==> config.mk <==
export PLATFORM = sky130hd
export DESIGN_NAME = uart_command_decoder
export DESIGN_NICKNAME = d
export VERILOG_FILES = /design/src/rtl/uart_command_decoder.sv
export SDC_FILE = /design/constraint.sdc
export NUM_CORES = 1
export LEC_CHECK = 0
export CAP_MARGIN = 20
export CORE_ASPECT_RATIO = 0.7
export CORE_MARGIN = 1.5
export CORE_UTILIZATION = 45
export CTS_CLUSTER_DIAMETER = 30
export CTS_CLUSTER_SIZE = 20
export DETAILED_ROUTE_END_ITERATION = 6
export GPL_TIMING_DRIVEN = 0
export PLACE_DENSITY = 0.71
export SLEW_MARGIN = 40
export SYNTH_ARGS = -nofsm -noshare
export SYNTH_HDL_FRONTEND = slang
export SYNTH_SLANG_ARGS = --single-unit
export TNS_END_PERCENT = 10
==> constraint.sdc <==
create_clock -name clock -period 4.4 [get_ports clock]
set_clock_uncertainty 0.15 [all_clocks]
set_input_delay 0.66 -clock clock [delete_from_list [all_inputs] [get_ports clock]]
set_output_delay 0.66 -clock clock [all_outputs]
set_load 0.03 [all_outputs]
==> src/rtl/uart_command_decoder.sv <==
// UART command frame decoder: assembles address/command byte pairs from the UART
// receiver, validates them, enforces an inter-byte timeout and hands complete
// commands to the sensor controller over a valid/ready handshake.
module uart_command_decoder #(
  parameter int unsigned TIMEOUT_CYCLES = 50000,
  parameter int unsigned MAX_ADDR       = 31,
  parameter int unsigned MAX_CMD        = 7
) (
  input  logic       clock,
  input  logic       reset,
  input  logic       has_data,
  input  logic [7:0] data_received,
  input  logic       cmd_ready,
  output logic       cmd_valid,
  output logic [7:0] sensor_addr,
  output logic [7:0] command,
  output logic       frame_error,
  output logic [1:0] error_code,
  output logic       overrun
);

  localparam int unsigned TimerW = (TIMEOUT_CYCLES > 2) ? $clog2(TIMEOUT_CYCLES) : 1;

  localparam logic [TimerW-1:0] TimerLast = TimerW'(TIMEOUT_CYCLES - 1);
  localparam logic [TimerW-1:0] TimerOne  = TimerW'(1);

  localparam logic [7:0] MaxAddr = 8'(MAX_ADDR);
  localparam logic [7:0] MaxCmd  = 8'(MAX_CMD);

  localparam logic [1:0] ErrNone    = 2'b00;
  localparam logic [1:0] ErrAddr    = 2'b01;
  localparam logic [1:0] ErrCmd     = 2'b10;
  localparam logic [1:0] ErrTimeout = 2'b11;

  typedef enum logic [1:0] {
    StIdle,
    StWaitCmd,
    StPending
  } state_e;

  state_e            state_q;
  logic [TimerW-1:0] timer_q;

  // Frame FSM; every output is a register updated here.
  always_ff @(posedge clock) begin
    if (reset) begin
      state_q     <= StIdle;
      timer_q     <= '0;
      cmd_valid   <= 1'b0;
      sensor_addr <= 8'h00;
      command     <= 8'h00;
      frame_error <= 1'b0;
      error_code  <= ErrNone;
      overrun     <= 1'b0;
    end else begin
      // Pulses last exactly one cycle per event.
      frame_error <= 1'b0;
      overrun     <= 1'b0;

      unique case (state_q)
        StIdle: begin
          if (has_data) begin
            if (data_received <= MaxAddr) begin
              sensor_addr <= data_received;
              timer_q     <= '0;
              state_q     <= StWaitCmd;
            end else begin
              frame_error <= 1'b1;
              error_code  <= ErrAddr;
            end
          end
        end

        StWaitCmd: begin
          // A byte arriving on the expiry cycle takes priority over the timeout.
          if (has_data) begin
            if (data_received <= MaxCmd) begin
              command   <= data_received;
              cmd_valid <= 1'b1;
              state_q   <= StPending;
            end else begin
              frame_error <= 1'b1;
              error_code  <= ErrCmd;
              state_q     <= StIdle;
            end
          end else if (timer_q == TimerLast) begin
            frame_error <= 1'b1;
            error_code  <= ErrTimeout;
            state_q     <= StIdle;
          end else begin
            timer_q <= timer_q + TimerOne;
          end
        end

        StPending: begin
          // Bytes are dropped while a command is pending, handshake cycle included.
          if (has_data) begin
            overrun <= 1'b1;
          end
          if (cmd_ready) begin
            cmd_valid <= 1'b0;
            state_q   <= StIdle;
          end
        end

        default: begin
          cmd_valid <= 1'b0;
          state_q   <= StIdle;
        end
      endcase
    end
  end

endmodule

## Word-level counts from Yosys, hierarchy flattened

Index checks and enable logic that the tools add are counted.

- Bits in registers: 39
- Bits in latches: 0
- RAM bits: 0
- Bits in read-only memories: 0
- Output and inout port bits: 21
- Memories: 0

- Add/subtract/negate cells: 1
- Multipliers: 0
- Div/mod/pow operators: 0
- Order comparisons: 2
- Eq/ne operators: 13
- Shift operators: 0
- Mux-type cells: 29
- Bitwise logic cells: 2
- Reductions and logical operators: 9

Operators with widths:

| kind | number |
|---|---|
| 2-to-1 mux 16 bit | 4 |
| one-hot mux 16 bit (2 select lines) | 1 |
| 2-to-1 mux 2 bit | 11 |
| adder 16 x 1 -> 16 bit (second input constant) | 1 |
| equality test 16 bit (second input constant) | 1 |
| != test 2 bit (second input constant) | 8 |
| AND reduction 5 bit | 2 |
| 2-to-1 mux 1 bit | 9 |
| <= comparator 8 x 3 -> 1 bit (second input constant) | 1 |
| <= comparator 8 x 5 -> 1 bit (second input constant) | 1 |
| AND reduction 4 bit | 2 |
| != test 3 bit (second input constant) | 2 |
| one-hot mux 2 bit (3 select lines) | 1 |
| AND reduction 3 bit | 2 |
| one-hot mux 2 bit (2 select lines) | 1 |
| one-hot mux 1 bit (3 select lines) | 1 |
| equality test 2 x 1 -> 1 bit (second input constant) | 1 |
| equality test 2 bit (second input constant) | 1 |
| logical NOT 2 bit | 1 |
| NOT 1 bit | 2 |
| one-hot mux 1 bit (2 select lines) | 1 |
| nonzero test 2 bit | 1 |
| OR reduction 2 bit | 1 |

## Logic depth before layout (Yosys ltp)

Gate-level depths: netlist of run 1.

- Word-level depth: 4
- Gate-level depth with buffers: 6
- Mapped depth without buffers: 5

## Least setup slack after synthesis of run 1

No wires, ideal clock.

- Kind: in2reg
- From: input port data_received[7]
- To: register command[0]
- Arrival: 1,814 ps
- Required time: 4,122 ps
- Setup slack: 2,308 ps
- Stages: 5
- Cell sequence: nor4b_1 > clkbuf_1 > nand3_1 > mux2i_1 > nor2_1

- Cells in the longest elaborated chain, start to end: 2

Ends and longest elaborated chain:

| item | RTL line | source |
|---|---|---|
| start: declaration | 12 | `input logic [7:0] data_received,` |
| <= comparator 8 x 3 -> 1 bit | 77 | `if (data_received <= MaxCmd) begin` |
| AND reduction 3 bit (no source line) | n/a |  |
| end signal: assignment | 78 | `command <= data_received;` |
| end: declaration | 16 | `output logic [7:0] command,` |

Every way passes these cells.
A chain may end at the register's enable or synchronous reset.

## Worst setup path after layout of run 1

- From: input port has_data
- To: register command[0]

- Cells in the longest elaborated chain, start to end: 1

Ends and longest elaborated chain:

| item | RTL line | source |
|---|---|---|
| start: declaration | 11 | `input logic has_data,` |
| AND reduction 3 bit (no source line) | n/a |  |

Every way passes these cells.

==> impl_metrics.tcl, run 1 <==
set metrics [dict create \
    timing.setup.tns_ns 0 \
    status "finished clean" \
    path_depth 6 \
    regToRegSetupSlack_ns 2.27 \
    synth_area_leaders "dfxtp_1 (48%), nand3_1 (4.0%), nand2_1 (3.9%), a21oi_1 (3.7%), nor2_1 (3.0%)" \
    synth_nets 192 \
    ys.flop_type "dfxtp_1" \
    async_flop_share_pct 0 \
    die-area_um2 4010 \
    num_io_pins 33 \
    numPortBuffers 31 \
    fin_crit_ns 2.676 \
    clock_latency_ns 0.29 \
    yosysUniqueCellTypes 40 \
    finalNonFillerCells 268 \
    cp.arrival_ns 2.70 \
    synth_cells 179 \
    grt_pass1_vias 1357 \
    power.total_mw 0.6638 \
    setup_violations 0 \
    clockPowerShare_pct 40.3 \
    post-route-period-util_pct 60.81 \
    grt_pass1_wl_um 6141 \
    yosysSeqAreaShare_pct 47.74 \
    crit_chain "clkdlybuf4s50_1 -> nor4b_1 -> clkbuf_1 -> nand3_1 -> mux2i_1 -> nor2_1" \
    crit_family "buffers and inverters" \
    place_congestion 0.8395 \
    worst_pin_slew_ns 0.7028 \
    wl_um 3782 \
    drtPass1Iterations 4 \
    required_ns 4.42 \
    irDropWorstVdd_uv 219.2 \
    crit_type "primary input to register" \
    nets 230 \
    yosys.area.top_type "dfxtp_1" \
    syn_area_um2 1635 \
    drc 0 \
    std_cell_rows 18 \
    critical-path-max-stage-delay_ns 0.59 \
    yosys_register_bits 39 \
    num_vias 1483 \
    mostFrequentLayoutCell "dfxtp_1" \
    powerDensity_nw_per_um2 314.3 \
    cts.path.max_buffers 2 \
    coreArea_um2 3491 \
    cts_made_buffers 5 \
    avgRoutedWirePerCell_um 14.11 \
    hpwlAfterDp_um 2758 \
    track_usage_pct 20.91 \
    clk_pin_slew_ns 0.08 \
    seqPwrFrac_pct 53.8 \
    max_freq_mhz 373.7 \
    p_int_mw 0.5146 \
    viasPerCell 5.534 \
    switching_power_mw 0.1492 \
    gr-total-overflow 0 \
    grt_max_degree 13 \
    cts-htree-levels 2 \
    crit_fanout 10 \
    endpoint_kind "register" \
    cp-start-kind "primary input" \
    antenna_found_initial 0 \
    clock-sinks 39 \
    hold_path_class "register to register" \
    root_buffer "clkbuf_8" \
    cp-startpoint "has_data" \
    dp.cells 260 \
    max_cap_violations 0 \
    hold_depth 2 \
    switching_share_pct 22.47 \
    min_from "sensor_addr[2]$_SDFFE_PP0P_" \
    leakage_nw 0.7468 \
    antenna_cells 0 \
    slew_viol_final 0 \
    final_core_util_pct 60.50 \
    critPathBufInv 2 \
    ant_nets 0 \
    finalHoldViolCount 0 \
    timing.rr.start "timer_q[13]$_SDFFE_PP0P_" \
    initial_core_util_pct 46.85 \
    fp.dieW_um 75.05 \
    synth_top_area_share_pct 47.74 \
    comb_power_share_pct 5.9 \
    synth-edff-count 0 \
    cts_hold_buf 0 \
    drive_gt1_share_pct 9.174 \
    layout_common_cells "dfxtp_1 (39), clkdlybuf4s50_1 (31), nand2_1 (17), nand3_1 (13), nor2_1 (13)" \
    cp_slowest_cell "clkdlybuf4s50_1" \
    cts_resized 0 \
    yosys_warnings 0 \
    die_height_um 53.44 \
    syn2layout_area_growth_pct 29.15 \
    drtIter0Drc 102 \
    avgSynthCellArea_um2 9.136 \
    post_cts_buffers 0 \
    rsz0062_at_grt "false" \
    rr_worst_depth 5 \
    cts_tree "done" \
    slew_headroom_pct 53.15 \
]
-- registers in the layout, summed over array words and instances, names as in the netlist --
signal       flops
frame_error      1
state_q          2
sensor_addr      8
command          8
cmd_valid        1
timer_q         16
overrun          1
error_code       2
-- worst register-to-register path, stage by stage (launching register included) --
cell and delay (ns):
dfxtp_1 0.34, or4b_4 0.56, o41ai_4 0.58, buf_6 0.22, o211ai_1 0.12, nand2_1 0.11
-- per-layer routing --
metal / vias to the layer above / wire [um] / GRT usage (%)
met5: - / 0 / 0
met3: 4 / 235 / 8.762
met2: 43 / 1610 / 30.38
li1: 728 / - / -
met4: 0 / 32 / 6.667
met1: 708 / 1903 / 27.80
-- power by group through the flow --
| stage | clock network, mW | logic [mW] | registers (mW) |
|---|---|---|---|
| 2_1_floorplan | 0 | 0.0147 | 0.369 |
| 3_3_place_gp | 0 | 0.0382 | 0.365 |
| 3_5_place_dp | 0 | 0.0389 | 0.365 |
| 4_1_cts | 0.274 | 0.0391 | 0.357 |
| 5_1_grt | 0.289 | 0.0426 | 0.357 |
| 6_report | 0.268 | 0.0391 | 0.357 |
-- kinds of logic after synthesis --
| logic type | share of synthesized area, % |
|---|---|
| AND/OR/NAND/NOR | 29.69 |
| AO/OA/AOI/OAI | 15.38 |
| flip-flops | 47.74 |
| multiplexers | 1.836 |
| adder cells (fa/ha/maj) | 0.7650 |
| XOR/XNOR | 1.607 |
| buffers and inverters | 2.984 |
-- worst paths after layout --
| path | to |
|---|---|
| min | sensor_addr[2]$_SDFFE_PP0P_ |
| min reg2reg | sensor_addr[2]$_SDFFE_PP0P_ |
| max reg2reg | timer_q[7]$_SDFFE_PP0P_ |
| max | command[0]$_SDFFE_PP0P_ |
-- cell usage after synthesis, drive strengths merged, types with 3 or more instances --
master	count
mux2i	3
a21oi	15
nand2	17
and2	5
and3	6
or3	7
or4	5
nand4	6
nand3	13
dfxtp	39
o211ai	3
inv	3
xor2	3
nor2	13
o21ai	11
clkbuf	6
-- per-stage QoR --
step | worst slack [ns] | hold WS [ns] | instance area (um2)
5_1_grt | 1.441 | 0.3454 | 2112
3_5_place_dp | 1.388 | 0.3015 | 2008
6_report | 1.724 | 0.3154 | 2112
2_1_floorplan | 2.308 | 0.2950 | 1635
3_3_place_gp | 1.425 | 0.2921 | 2008
4_1_cts | 1.697 | 0.3173 | 2112
-- final cells by class --
type                            instances  area [um2]
Timing Repair Buffer                   31       310.3
Clock inverter                          1       7.507
Fill cell                             310        1379
Multi-Input combinational cell        129       805.8
Sequential cell                        39       780.7
Buffer                                  8       37.54
Inverter                                3       11.26
Tap cell                               50       62.56
Clock buffer                            7       96.34
Note: power is estimated with default switching activity, not from simulation.
==> run 2: changes to the inputs <==
PLACE_DENSITY = 0.74   (was 0.71)
clock period = 2.2 ns   (was 4.4 ns; I/O delays follow)
==> impl_metrics.tcl, run 2 (synthesized netlist as in run 1, its figures left out) <==
set metrics [dict create \
    seqCellArea_um2 784.5 \
    place_area_um2 2008 \
    track_usage_pct 20.73 \
    fin_ws_ns 0.03693 \
    multi_input_area_um2 828.3 \
    cts_tree "done" \
    drc 0 \
    viasPerCell 5.582 \
    cts_made_buffers 5 \
    max_freq_mhz 462.3 \
    slew_headroom_pct 63.20 \
    cts-htree-levels 2 \
    power.total_mw 1.253 \
    max_cap_violations 0 \
    dpl_worst_slack_ns -0.5594 \
    cp.arrival_ns 2.24 \
    place_congestion 0.8461 \
    root_buffer "clkbuf_8" \
    std_cell_rows 18 \
    ant_nets 0 \
    whs_ns 0.3122 \
    irDropWorstVdd_uv 336.0 \
    largestRegisters "timer_q: 16 flops, command: 8 flops, sensor_addr: 8 flops" \
    numPortBuffers 31 \
    crit_type "register to register" \
    grt_pass1_vias 1376 \
    drtPass1Iterations 4 \
    grt_max_degree 12 \
    post-route-period-util_pct 98.32 \
    rr_worst_depth 5 \
    post_cts_buffers 0 \
    fp.dieW_um 75.05 \
    finalHoldViolCount 0 \
    status "finished clean" \
    cp-start-kind "register" \
    clock_latency_ns 0.29 \
    finalNonFillerCells 268 \
    antenna_cells 0 \
    syn2layout_area_growth_pct 29.46 \
    die-area_um2 4010 \
    rsz0062_at_grt "true" \
    powerDensity_nw_per_um2 591.9 \
    mostFrequentLayoutCell "dfxtp_1" \
    setup_violations 0 \
    leakage_nw 0.7468 \
    largest_reg_flops 16 \
    coreArea_um2 3491 \
    grt_pass1_wl_um 6127 \
    fill_cells 298 \
    num_io_pins 33 \
    cts.path.max_buffers 2 \
    hold_depth 2 \
    initial_core_util_pct 46.85 \
    required_ns 2.28 \
    gr-total-overflow 0 \
    nets 230 \
    avgRoutedWirePerCell_um 14.66 \
    clk_pin_slew_ns 0.07 \
    antenna_found_initial 0 \
    hpwlAfterDp_um 2781 \
    layout_common_cells "dfxtp_1 (36), clkdlybuf4s50_1 (31), nand2_1 (17), nor2_1 (12)" \
    crit_fanout 10 \
    top_register "timer_q" \
    wl_um 3930 \
    die_height_um 53.44 \
    dp.cells 260 \
    num_vias 1496 \
    fin_crit_ns 2.163 \
    hold_path_class "primary input to register" \
    drtIter0Drc 94 \
    worst_pin_slew_ns 0.5501 \
    slew_viol_final 0 \
    drive_gt1_share_pct 12.39 \
    final_area_um2 2117 \
    clock-sinks 39 \
    endpoint_kind "register" \
]
run 2: cell count changes in the layout (fill, tap and decap cells not counted), sizes merged:
cell / before / now
clkinv: 0 / 1
clkinvlp: 1 / 0
run 2: path summary, 6_finish.rpt:
kind	start	to	slack, ns
max	timer_q[13]$_SDFFE_PP0P_	timer_q[7]$_SDFFE_PP0P_	0.04
min	reset	sensor_addr[1]$_SDFFE_PP0P_	0.31
max reg2reg	timer_q[13]$_SDFFE_PP0P_	timer_q[7]$_SDFFE_PP0P_	0.04
min reg2reg	sensor_addr[2]$_SDFFE_PP0P_	sensor_addr[2]$_SDFFE_PP0P_	0.31
run 2: metal layers:
metal | routed length, um | global-route usage [%]
met5 | 0 | 0
met4 | 54 | 9.394
met3 | 194 | 5.524
met2 | 1797 | 30.97
met1 | 1884 | 27.78
run 2: per-stage QoR:
stage / util, % / TNS, ns
after detailed placement: 57.53 / -12.95
final: 60.65 / 0
after CTS: 60.04 / 0
after global placement: 57.53 / -10.22
after floorplan: - / 0
after global routing: 60.65 / -0.03204
run 2: cell type report:
class / count / share of cell area (%)
Clock buffer: 7 / 3.605
Timing Repair Buffer: 31 / 14.66
Tap cell: 50 / 2.955
Buffer: 8 / 1.832
Inverter: 3 / 0.5319
Sequential cell: 39 / 37.06
Multi-Input combinational cell: 129 / 39.13
Clock inverter: 1 / 0.2364
run 2: timing repair:
action	CTS	global route
resized for setup	2	7
pin swaps	0	3
hold buffers	0	0
setup endpoints to repair	19	28
run 2: power breakdown:
| part | internal, mW | total (mW) | switching (mW) |
|---|---|---|---|
| clock | 0.222 | 0.457 | 0.235 |
| sequential | 0.711 | 0.715 | 0.00388 |
| combinational | 0.0346 | 0.0816 | 0.0470 |
| total | 0.968 | 1.25 | 0.285 |
run 2: critical path, cell delays in order (launching register included):
cell      delay, ns
dfxtp_1        0.34
or4b_4         0.57
o41ai_4        0.59
buf_6          0.22
o211ai_1       0.13
nand2_1        0.10
==> RTL edit 1, RTL diff (flow settings as in run 2) <==
Encoding of `state_e`: now one-hot (3 bits for 3 states).
--- a/src/rtl/uart_command_decoder.sv
+++ b/src/rtl/uart_command_decoder.sv
@@ -32,10 +32,10 @@
   localparam logic [1:0] ErrCmd     = 2'b10;
   localparam logic [1:0] ErrTimeout = 2'b11;
 
-  typedef enum logic [1:0] {
-    StIdle,
-    StWaitCmd,
-    StPending
+  typedef enum logic [2:0] {
+    StIdle    = 3'b001,
+    StWaitCmd = 3'b010,
+    StPending = 3'b100
   } state_e;
 
   state_e            state_q;
Formal check against the unedited RTL: no difference found for any inputs over 10 cycles, from zero or initial values and one cycle with reset high; not proved beyond that.
==> RTL edit 1 against run 2 <==
- sequential cell count rose by 1
- global-route usage decreased by 1.0 points
- total power is 18% higher
- synthesized area grew 3.7%
- critical path depth unchanged
- wire length decreased by 3.4%
- design area increased by 5.3%
- worst setup slack better by 0.048 ns
==> RTL edit 1: results (changes against run 2) <==
stage;metric;value;unit;change
logic_synthesis;yosys_warnings;0;;unchanged
logic_synthesis;synth.area.top_cells;dfxtp_1 47%, a21oi_1 6.2%, or3_1 4.4%;;was dfxtp_1 48%, nand3_1 4.0%, nand2_1 3.9%
global_routing;grt_max_degree;13;;was 12
detailed_routing;firstDrtPassIters;4;;unchanged
logic_synthesis;synthArstFlopShare;0;%;unchanged
sta;setup_viol;0;;unchanged
logic_synthesis;synth_xor_area_share;2.06;%;was 1.61%
cts;insertion_delay;0.30;ns;
logic_synthesis;synthesis.nets;202;;was 192
global_routing;grt_pass1_wl;6270;um;was 6130 um
detailed_routing;wl_per_cell;13.7;um;was 14.7 um
placed_design;dp_hpwl;2690;um;was 2780 um
final_layout;antenna_cells;0;;unchanged
cts;clockRootBuffer;clkbuf_8;;unchanged
global_routing;antenna_found_initial;0;;unchanged
global_routing;grt_pass1_vias;1339;;was 1376
cts;cts_made_buffers;5;;unchanged
run_status;outcome;complete, no violations;;unchanged
cts;htree_levels;2;;unchanged
logic_synthesis;synthTopCellsByCount;40 x dfxtp_1, 21 x a21oi_1, 16 x nand2_1;;was 39 x dfxtp_1, 17 x nand2_1, 13 x nand3_1, 13 x nor2_1, 12 x a21oi_1
logic_synthesis;synth_mux_area_share;2.36;%;was 1.84%
logic_synthesis;synth_compound_area_share;14.2;%;was 15.4%
sta;hold_violations;0;;unchanged
placed_design;finalWeightedCongestion;0.800;;was 0.846
final_layout;drive_gt1_share;8.77;%;was 12.4%
logic_synthesis;avgSynthCellArea;8.98;sq um;was 9.14 sq um
placed_design;dp_cells;270;;was 260
global_routing;grtUsageTotal;19.7;%;was 20.7%
placed_design;port_buffers;31;;unchanged
hold_path;hp-class;flip-flop to flip-flop;;was input port to flip-flop
detailed_routing;via_per_inst;5.53;;was 5.58
final_layout;reg_top3;timer_q (16), command (8), sensor_addr (8);;unchanged
setup_path;critPathArrivalTime;2.21;ns;was 2.24 ns
power_and_ir_drop;vdd_ir_drop_max;421;uV;was 336 uV
logic_synthesis;synthFlopType;dfxtp_1;;unchanged
cts;clk_pin_slew;0.08;ns;
detailed_routing;dr.first_iter.drc_count;94;;unchanged
logic_synthesis;synthAdderAreaFrac;0.737;%;was 0.765%
detailed_routing;routed_wl;3800;um;was 3930 um
cts;cts_buffer_depth;2;;unchanged
sta;slew_violations;0;;unchanged
final_layout;nets;240;;was 230
final_layout;nFillCells;324;;was 298
sta;worst_slew_pin_slew;0.456;ns;was 0.550 ns
placed_design;placed_area;2080;sq um;was 2010 sq um
logic_synthesis;yosysSeqAreaShare;47.2;%;was 47.7%
setup_path;cp_max_fo;7;;was 10
logic_synthesis;synth_cell_type_count;38;;was 40
power_and_ir_drop;leakagePower;0.789;nW;was 0.747 nW
[RTL edit 1: changes by cell type after synthesis, sizes merged, moves of 4 or more]
cell / before / now
nand4: 6 / 2
xnor2: 0 / 4
a21oi: 15 / 22
or3: 7 / 12
[RTL edit 1: kinds of logic after synthesis]
| group | after synthesis |
|---|---|
| adder cells (fa/ha/maj) | 1 |
| flip-flops | 40 |
| XOR/XNOR | 4 |
| buffers and inverters | 13 |
| multiplexers | 4 |
| AO/OA/AOI/OAI | 41 |
| AND/OR/NAND/NOR | 86 |
[RTL edit 1: stage by stage]
| step | util (%) | setup TNS [ns] | setup slack [ns] |
|---|---|---|---|
| finish | 62.6 | 0 | 0.0851 |
| global route | 62.6 | 0 | 0.00616 |
| CTS | 62.1 | 0 | 0.0139 |
| detailed placement | 58.4 | -10.04 | -0.484 |
| global placement | 58.2 | -18.82 | -0.780 |
| floorplan | - | 0 | 0.225 |
[RTL edit 1: worst paths after layout]
path,slack (ns),cells past startpoint,from,end
setup / recovery,0.09,5,state_q[1]$_SDFFE_PP0P_,timer_q[10]$_SDFFE_PP0P_
hold / removal,0.31,2,sensor_addr[0]$_SDFFE_PP0P_,sensor_addr[0]$_SDFFE_PP0P_
setup reg to reg,0.09,5,state_q[1]$_SDFFE_PP0P_,timer_q[10]$_SDFFE_PP0P_
hold reg to reg,0.31,2,sensor_addr[0]$_SDFFE_PP0P_,sensor_addr[0]$_SDFFE_PP0P_
[RTL edit 1: cell type report]
class	count	area (sq um)	area share, %
multi-input combinational	136	865	38.8
sequential	40	801	35.9
timing repair buffer	32	324	14.5
clock buffer	7	96.3	4.32
tap	50	62.6	2.81
buffer	8	35.0	1.57
clock inverter	1	30.0	1.35
inverter	4	15.0	0.674
[RTL edit 1: critical path: stages (launching register included)]
cell and delay, ns:
dfxtp_1 0.41, or3b_1 0.43, or3_1 0.36, buf_2 0.16, or4_4 0.42, a21oi_2 0.13
[RTL edit 1: metal layers]
| metal | routed length (um) | part of all wire (%) | GRT usage [%] |
|---|---|---|---|
| met1 | 2080 | 55 | 27.2 |
| met2 | 1470 | 39 | 28.7 |
| met3 | 173 | 4.6 | 6.00 |
| met4 | 65 | 1.7 | 8.33 |
| met5 | 0 | 0 | 0 |
[RTL edit 1: what timing repair did]
action / in CTS / in global routing
endpoints found under the setup margin: 18 / 9
hold buffers: 0 / 0
pin swaps: 0 / 1
gates resized for setup: 2 / 5
endpoints found under the hold margin: 0 / 0
buffers inserted: 1 / 0
[RTL edit 1: power by group]
group / switching [mW] / internal (mW) / leakage (nW)
Clock: 0.267 / 0.400 / 0.0645
Combinational: 0.0475 / 0.0345 / 0.402
Sequential: 0.00330 / 0.728 / 0.323
Total: 0.317 / 1.16 / 0.789
==> RTL edit 2, RTL diff (flow settings as in run 2) <==
Without the edit above. `TIMEOUT_CYCLES`: 50000 -> 25000.
--- a/src/rtl/uart_command_decoder.sv
+++ b/src/rtl/uart_command_decoder.sv
@@ -2,7 +2,7 @@
 // receiver, validates them, enforces an inter-byte timeout and hands complete
 // commands to the sensor controller over a valid/ready handshake.
 module uart_command_decoder #(
-  parameter int unsigned TIMEOUT_CYCLES = 50000,
+  parameter int unsigned TIMEOUT_CYCLES = 25000,
   parameter int unsigned MAX_ADDR       = 31,
   parameter int unsigned MAX_CMD        = 7
 ) (
Behaviour: no difference found for any inputs over 10 cycles, from zero or initial values and one cycle with reset high; that may be too few to reach the edited logic, so the function may still have changed.
==> RTL edit 2 against run 2 <==
- design area is 6.8% higher
- total power grew 22%
- synthesized area fell by 0.77%
- sequential cell count fell by 1
- wire length up 5.9%
- maximum frequency rose by 2.4%
- worst setup slack improved by 0.050 ns
- first-iteration DRC count rose by 45%
- critical path depth grew 2
- worst hold slack improved by 0.0028 ns
==> RTL edit 2: results (changes against run 2) <==
stage;metric;value;unit;change
final_layout;nFillCells;297;;was 298
final_layout;drive_gt1_share;14.7;%;was 12.4%
power_and_ir_drop;p_int;1.20;mW;was 0.968 mW
hold_path;hold_path.startpoint;command[0]$_SDFFE_PP0P_;;was reset
placed_design;finalWeightedCongestion;0.910;;was 0.846
power_and_ir_drop;leakagePower;0.801;nW;was 0.747 nW
placed_design;port_buffers;32;;was 31
final_layout;reg_top3;timer_q (15), command (8), sensor_addr (8);;was timer_q (16), command (8), sensor_addr (8)
detailed_routing;via_per_inst;5.44;;was 5.58
global_routing;grt_pass1_vias;1326;;was 1376
final_layout;instances_no_fill;275;;was 268
sta;worst_slew_pin_slew;0.512;ns;was 0.550 ns
final_layout;nets;237;;was 230
global_routing;grt_max_degree;14;;was 12
hold_path;hp-class;flip-flop to flip-flop;;was input port to flip-flop
logic_synthesis;synth_cell_type_count;39;;was 40
logic_synthesis;synthesis.nets;193;;was 192
setup_path;cp_max_fo;6;;was 10
logic_synthesis;yosysSeqAreaShare;46.9;%;was 47.7%
logic_synthesis;syn-instance-count;180;;was 179
placed_design;dp_cells;262;;was 260
setup_path;critPathArrivalTime;2.20;ns;was 2.24 ns
setup_path;timing.rr.start;timer_q[0]$_SDFFE_PP0P_;;was timer_q[13]$_SDFFE_PP0P_
run_status;outcome;complete, no violations;;unchanged
global_routing;antenna_found_initial;0;;unchanged
global_routing;met1_usage;29.1;%;was 27.8%
RTL edit 2: power by group through the flow:
stage	logic (mW)	clock network (mW)	registers (mW)
finish	0.110	0.720	0.697
global route	0.117	0.759	0.698
CTS	0.107	0.721	0.697
detailed placement	0.100	0	0.713
global placement	0.0983	0	0.713
floorplan	0.0433	0	0.723
RTL edit 2: cell type report:
cell class,instances,area [sq um],share of cell area [%]
multi-input combinational,130,875,38.7
sequential,38,763,33.8
timing repair buffer,37,364,16.1
clock buffer,5,68.8,3.04
clock inverter,3,68.8,3.04
tap,50,62.6,2.77
buffer,7,40.0,1.77
inverter,5,18.8,0.830
RTL edit 2: stage by stage:
step	utilization [%]	cell area, sq um	TNS, ns
6_report	64.8	2260	0
5_1_grt	64.8	2260	0
3_5_place_dp	57.5	2010	-15.08
2_1_floorplan	-	1620	0
3_3_place_gp	57.5	2010	-13.71
4_1_cts	63.0	2200	-0.0151
RTL edit 2: layer usage:
metal / part of all wire, % / wire [um]
met5: 0 / 0
met4: 1.2 / 50
met3: 5.6 / 235
met2: 48 / 2010
met1: 45 / 1870
RTL edit 2: logic make-up (layout without fill, tap and decap cells):
group	Yosys count	in the layout	synth area share [%]
AO/OA/AOI/OAI	40	40	16.5
XOR/XNOR	3	3	1.62
adder cells (fa/ha/maj)	1	1	0.771
buffers and inverters	12	57	3.47
flip-flops	38	38	46.9
multiplexers	6	6	3.70
AND/OR/NAND/NOR	80	80	27.1
RTL edit 2: worst max-delay path: stages:
cell           delay, ns
dlygate4sd2_1       0.30
or4b_4              0.54
a21oi_4             0.23
o211ai_1            0.11
buf_4               0.18
or3_4               0.37
a21oi_2             0.14
RTL edit 2: final timing paths:
| check | to | slack [ns] | cells after the start |
|---|---|---|---|
| setup / recovery | timer_q[10]$_SDFFE_PP0P_ | 0.09 | 7 |
| hold / removal | command[0]$_SDFFE_PP0P_ | 0.31 | 2 |
| setup reg to reg | error_code[1]$_SDFFE_PP0P_ | 0.12 | 6 |
| hold reg to reg | command[0]$_SDFFE_PP0P_ | 0.31 | 2 |
RTL edit 2: repair_timing:
item | in CTS | in global routing
pin swaps | 7 | 7
gates resized for setup | 6 | 12
setup endpoints to repair | 32 | 27
buffers inserted | 4 | 1
